File: config.mk
export PLATFORM = sky130hd
export DESIGN_NAME = bin2bcd_seq
export DESIGN_NICKNAME = d
export VERILOG_FILES = /design/src/rtl/bcd_pkg.sv /design/src/rtl/bcd_add3.sv /design/src/rtl/bin2bcd_seq.sv
export SDC_FILE = /design/constraint.sdc
export NUM_CORES = 1
export LEC_CHECK = 0
export ABC_AREA = 1
export ABC_CLOCK_PERIOD_IN_PS = 2600
export CAP_MARGIN = 25
export CORE_MARGIN = 2
export CORE_UTILIZATION = 55
export DETAILED_ROUTE_END_ITERATION = 8
export PLACE_DENSITY = 0.79
export SETUP_SLACK_MARGIN = 0.1
export SLEW_MARGIN = 20
export SYNTH_ARGS = -nofsm -noshare
export SYNTH_HDL_FRONTEND = slang
export SYNTH_SLANG_ARGS = --single-unit
File: constraint.sdc
create_clock -name clk -period 2.6 [get_ports clk]
set_clock_uncertainty 0.2 [all_clocks]
set_input_delay 0.39 -clock clk [delete_from_list [all_inputs] [get_ports clk]]
set_output_delay 0.39 -clock clk [all_outputs]
set_load 0.01 [all_outputs]
File: src/rtl/bcd_pkg.sv
// Shared constants, FSM state type and digit-count helper for the BCD converter.
package bcd_pkg;

    localparam int unsigned NIB_W    = 4;
    localparam logic [3:0]  BCD_NINE = 4'h9;

    typedef enum logic [1:0] {
        IDLE,
        SHIFT,
        DONE
    } state_t;

    // Number of decimal digits needed to print 2**bits-1.
    function automatic int unsigned bcd_digits(input int unsigned bits);
        longint unsigned v;
        int unsigned     d;
        v = (longint'(1) << bits) - longint'(1);
        d = 1;
        while (v >= 64'd10) begin
            v = v / 64'd10;
            d = d + 1;
        end
        return d;
    endfunction

endpackage

File: src/rtl/bcd_add3.sv
// Double-dabble digit correction: add 3 to a BCD nibble that would overflow when doubled.
module bcd_add3 (
    input  logic [3:0] i_nib,
    output logic [3:0] o_nib_c
);

    assign o_nib_c = (i_nib >= 4'd5) ? (i_nib + 4'd3) : i_nib;

endmodule

File: src/rtl/bin2bcd_seq.sv
// Sequential shift-and-add-3 binary-to-BCD converter with saturation and leading-zero flags.
module bin2bcd_seq
    import bcd_pkg::*;
#(
    parameter int unsigned BIN_W  = 7,
    parameter int unsigned DIGITS = 2
) (
    input  logic                      clk,
    input  logic                      rst_n,
    input  logic                      start,
    input  logic [BIN_W-1:0]          bin_in,
    output logic                      busy,
    output logic                      done,
    output logic [NIB_W*DIGITS-1:0]   bcd_out,
    output logic                      ovf,
    output logic [DIGITS-1:0]         lz_mask
);

    localparam int unsigned SCR_D = bcd_digits(BIN_W);
    localparam int unsigned SCR_W = SCR_D * NIB_W;
    localparam int unsigned OUT_W = DIGITS * NIB_W;
    localparam int unsigned EXT_D = (SCR_D > DIGITS) ? SCR_D : DIGITS;
    localparam int unsigned EXT_W = EXT_D * NIB_W;
    localparam int unsigned CNT_W = $clog2(BIN_W + 1);

    state_t             r_state;
    state_t             w_state_next;
    logic               w_load;
    logic               w_shift;
    logic               w_last;

    logic [BIN_W-1:0]   r_bin;
    logic [SCR_W-1:0]   r_scr;
    logic [CNT_W-1:0]   r_cnt;
    logic               r_busy;
    logic               r_done;
    logic [OUT_W-1:0]   r_bcd;
    logic               r_ovf;
    logic [DIGITS-1:0]  r_lz;

    logic [SCR_W-1:0]   w_adj;
    logic [SCR_W-1:0]   w_scr_shift;
    logic [BIN_W-1:0]   w_bin_shift;
    logic [EXT_W-1:0]   w_ext;
    logic               w_ovf;
    logic [DIGITS-1:0]  w_lz;

    // Per-digit add-3 correction applied before every shift
    for (genvar g = 0; g < SCR_D; g++) begin : g_add3
        bcd_add3 u_add3 (
            .i_nib   (r_scr[g*NIB_W +: NIB_W]),
            .o_nib_c (w_adj[g*NIB_W +: NIB_W])
        );
    end

    assign w_scr_shift = {w_adj[SCR_W-2:0], r_bin[BIN_W-1]};
    assign w_bin_shift = {r_bin[BIN_W-2:0], 1'b0};

    always_ff @(posedge clk or negedge rst_n) begin
        if (!rst_n) begin
            r_state <= IDLE;
        end else begin
            r_state <= w_state_next;
        end
    end

    always_comb begin
        w_state_next = r_state;
        w_load       = 1'b0;
        w_shift      = 1'b0;
        w_last       = 1'b0;
        case (r_state)
            IDLE: begin
                if (start) begin
                    w_load       = 1'b1;
                    w_state_next = SHIFT;
                end
            end
            SHIFT: begin
                w_shift = 1'b1;
                if (r_cnt == CNT_W'(BIN_W - 1)) begin
                    w_last       = 1'b1;
                    w_state_next = DONE;
                end
            end
            DONE:    w_state_next = IDLE;
            default: w_state_next = IDLE;
        endcase
    end

    // Result derived from the scratch value produced by the final shift
    always_comb begin
        logic zero_run;
        w_ext    = EXT_W'(w_scr_shift);
        w_ovf    = |(w_ext >> OUT_W);
        w_lz     = '0;
        zero_run = 1'b1;
        for (int i = int'(DIGITS) - 1; i >= 1; i--) begin
            zero_run = zero_run & (w_ext[i*NIB_W +: NIB_W] == 4'd0);
            w_lz[i]  = zero_run;
        end
    end

    always_ff @(posedge clk or negedge rst_n) begin
        if (!rst_n) begin
            r_bin  <= '0;
            r_scr  <= '0;
            r_cnt  <= '0;
            r_busy <= 1'b0;
            r_done <= 1'b0;
            r_bcd  <= '0;
            r_ovf  <= 1'b0;
            r_lz   <= '0;
        end else begin
            r_busy <= (w_state_next != IDLE);
            r_done <= (w_state_next == DONE);
            if (w_load) begin
                r_bin <= bin_in;
                r_scr <= '0;
                r_cnt <= '0;
            end else if (w_shift) begin
                r_bin <= w_bin_shift;
                r_scr <= w_scr_shift;
                r_cnt <= r_cnt + CNT_W'(1);
            end
            if (w_last) begin
                r_ovf <= w_ovf;
                r_bcd <= w_ovf ? {DIGITS{BCD_NINE}} : w_ext[OUT_W-1:0];
                r_lz  <= w_ovf ? '0 : w_lz;
            end
        end
    end

    assign busy    = r_busy;
    assign done    = r_done;
    assign bcd_out = r_bcd;
    assign ovf     = r_ovf;
    assign lz_mask = r_lz;

endmodule

==> metrics.cfg <==
[global_routing]
grt_overflow=0
grt_pass1_vias=1345
grtUsageMet3_pct=6.93
grt_pass1_wl_um=5930
grt_max_degree=37
grt_use_met1_pct=29.0
grt_util_met2_pct=33.5
gr-max-usage-layer=met2
grt.total_usage_pct=21.8
antenna_found_initial=0

[final_layout]
final_common_cell=nand2_1
nFillCells=288
fin_nets=258
seqCellArea_um2=901
area_delta_synth_final_pct=16.7
drive_gt1_share_pct=11.2
diodes=0
mostFrequentLayoutCells=nand2_1, dfrtp_1, inv_1
multi_input_area_um2=762
finalNonFillerCells=285

[clock_tree]
cts.sinks=36
cts_resized=0
post_cts_buffers=0
path_clk_slew_ns=0.12
cts_max_path_buffers=2
clk_latency_ns=0.35
cts_tree=done
htreeDepth=2
cts_inserted_buffers=5
hold_buffers=0
cts_root_buf=clkbuf_4

[synthesis]
synth_adder_area_share_pct=5.49
synth_area_um2=1820
synthTopCellsByArea=dfrtp_1, nand2_1, inv_1
synth_warnings=0
postSynthAreaPerCell_um2=8.44
ys_seq_area_share_pct=49.4
synthSimpleGateAreaFrac_pct=24.4
synth_nets=234
synth_seq_cells=36
synth_compound_area_share_pct=10.8
synth_xor_xnor_area_share_pct=0.961
yosysTopAreaCell=dfrtp_1
muxShareOfSynthArea_pct=0
yosysTopAreaCellShare_pct=49.4
synth_cell_types=26
synth_cells=216
synth_top_family_by_area=simple AND/OR/NAND/NOR gates

[worst_hold_path]
hp-class=input pin to asynchronous set/reset pin

[power_and_ir_drop]
p_leak_nw=1.09
power_density_nw_per_um2=1270
peakVddDrop_mv=0.615

[worst_setup_path]
critical_path.max_fanout=2
crit_chain=clkdlybuf4s50_1
rrSetupSlack_ns=0.74
path_delay_family=buffers and inverters
crit_required_ns=2.01
cp_slowest_cell=clkdlybuf4s50_1
cp-start-kind=register
cpPeakStageDelay_ns=0.54
crit_start=bcd_out[6]
critPathArrivalTime_ns=1.27
path_depth=1
r2r_end=bcd_out[0]
r2r-start=r_scr[8]
reg2reg_depth=11
crit_buf_inv=1
path_class=register to output pin
cp-end-kind=output pin
endpoint=bcd_out[6]

[sta]
finalCritPeriodShare_pct=71.6
fmax_mhz=537
fin_crit_ns=1.86
hold_viol=0
tns_ns=0
hold_slack_ns=0.240
rsz0062_at_grt=false
setup_violations=0
drv_slew=0
setup_slack_ns=0.739

[floorplanning]
rows=20
start_util_pct=58.7
chipWidth_um=61.6
die_area_um2=3790
die_y_um=61.6
io_pins=23
coreArea_um2=3100

[placed_design]
pre_cts_ws_ns=0.703
dp_hpwl_um=2520
port_buffers=21
dp_cells=277
gp_congestion=0.840

[routing]
first_pass_iters=7
drc=0
wl_um=3460
num_vias=1491
drt.antenna.violating_nets=0
drtIter0Drc=78
viasPerCell=5.23
wl_per_cell_um=12.1

[outcome]
status=complete, no violations

[run]
max_cap_viol_count=0

==> cell usage after synthesis (all sizes together) <==
| cell | n |
|---|---|
| buf | 4 |
| nand3 | 15 |
| ha | 8 |
| nand4 | 6 |
| inv | 35 |
| clkbuf | 1 |
| o221ai | 6 |
| xnor2 | 1 |
| o211ai | 1 |
| nor2 | 8 |
| nand2 | 68 |
| o21ai | 15 |
| o22ai | 7 |
| conb | 1 |
| dfrtp | 36 |
| xor2 | 1 |
| or2 | 1 |
| a21oi | 2 |
==> area by class of cell <==
type,count,share of cell area [%]
clock inverter,2,0.470
timing repair buffer,22,10.2
inverter,35,6.17
clock buffer,6,2.41
tap,44,2.59
sequential,36,42.3
multi-input combinational,140,35.8
==> cell families (layout without fill, tap and decap cells) <==
kind of cell / count (synthesis) / in the layout
buf+inv: 40 / 65
compound gates: 31 / 31
simple gates: 98 / 98
other cells: 1 / 1
fa+ha+maj: 8 / 8
xor+xnor: 2 / 2
flops: 36 / 36
==> report_power, final <==
group | switching [W] | total [W] | internal, W | leakage [nW]
logic | 0.000888 | 0.00143 | 0.000546 | 0.598
clock network | 0.000191 | 0.000320 | 0.000129 | 0.0380
registers | 0.000145 | 0.000951 | 0.000806 | 0.450
total | 0.00122 | 0.00270 | 0.00148 | 1.09
==> stage by stage <==
stage,cell area (um^2),util [%],power (W)
2_1_floorplan,1820,-,0.00200
3_3_place_gp,2070,66.6,0.00236
3_5_place_dp,2070,66.6,0.00240
4_1_cts,2130,68.6,0.00272
5_1_grt,2130,68.6,0.00297
6_report,2130,68.6,0.00270
==> registers in the layout (all words and copies together) (netlist names) <==
name	cells
r_scr	12
bcd_out	8
r_bin	7
r_cnt	3
r_state	2
busy	1
done	1
lz_mask	1
ovf	1
==> routing by layer <==
layer	share of wire, %	up-vias
met2	49	36
li1	-	752
met1	45	698
met5	0	-
met3	4.6	5
met4	1.4	0
==> worst min-delay path by stage <==
stage	to	slack, ns	depth (start not counted)
2_1_floorplan	bcd_out[0]	-0.11	0
3_3_place_gp	bcd_out[2]	0.26	2
4_1_cts	bcd_out[7]	0.26	2
6_report	done	0.24	2
5_1_grt	ovf	0.28	2
3_5_place_dp	bcd_out[2]	0.27	2
Note: power is estimated with default switching activity, not from simulation.
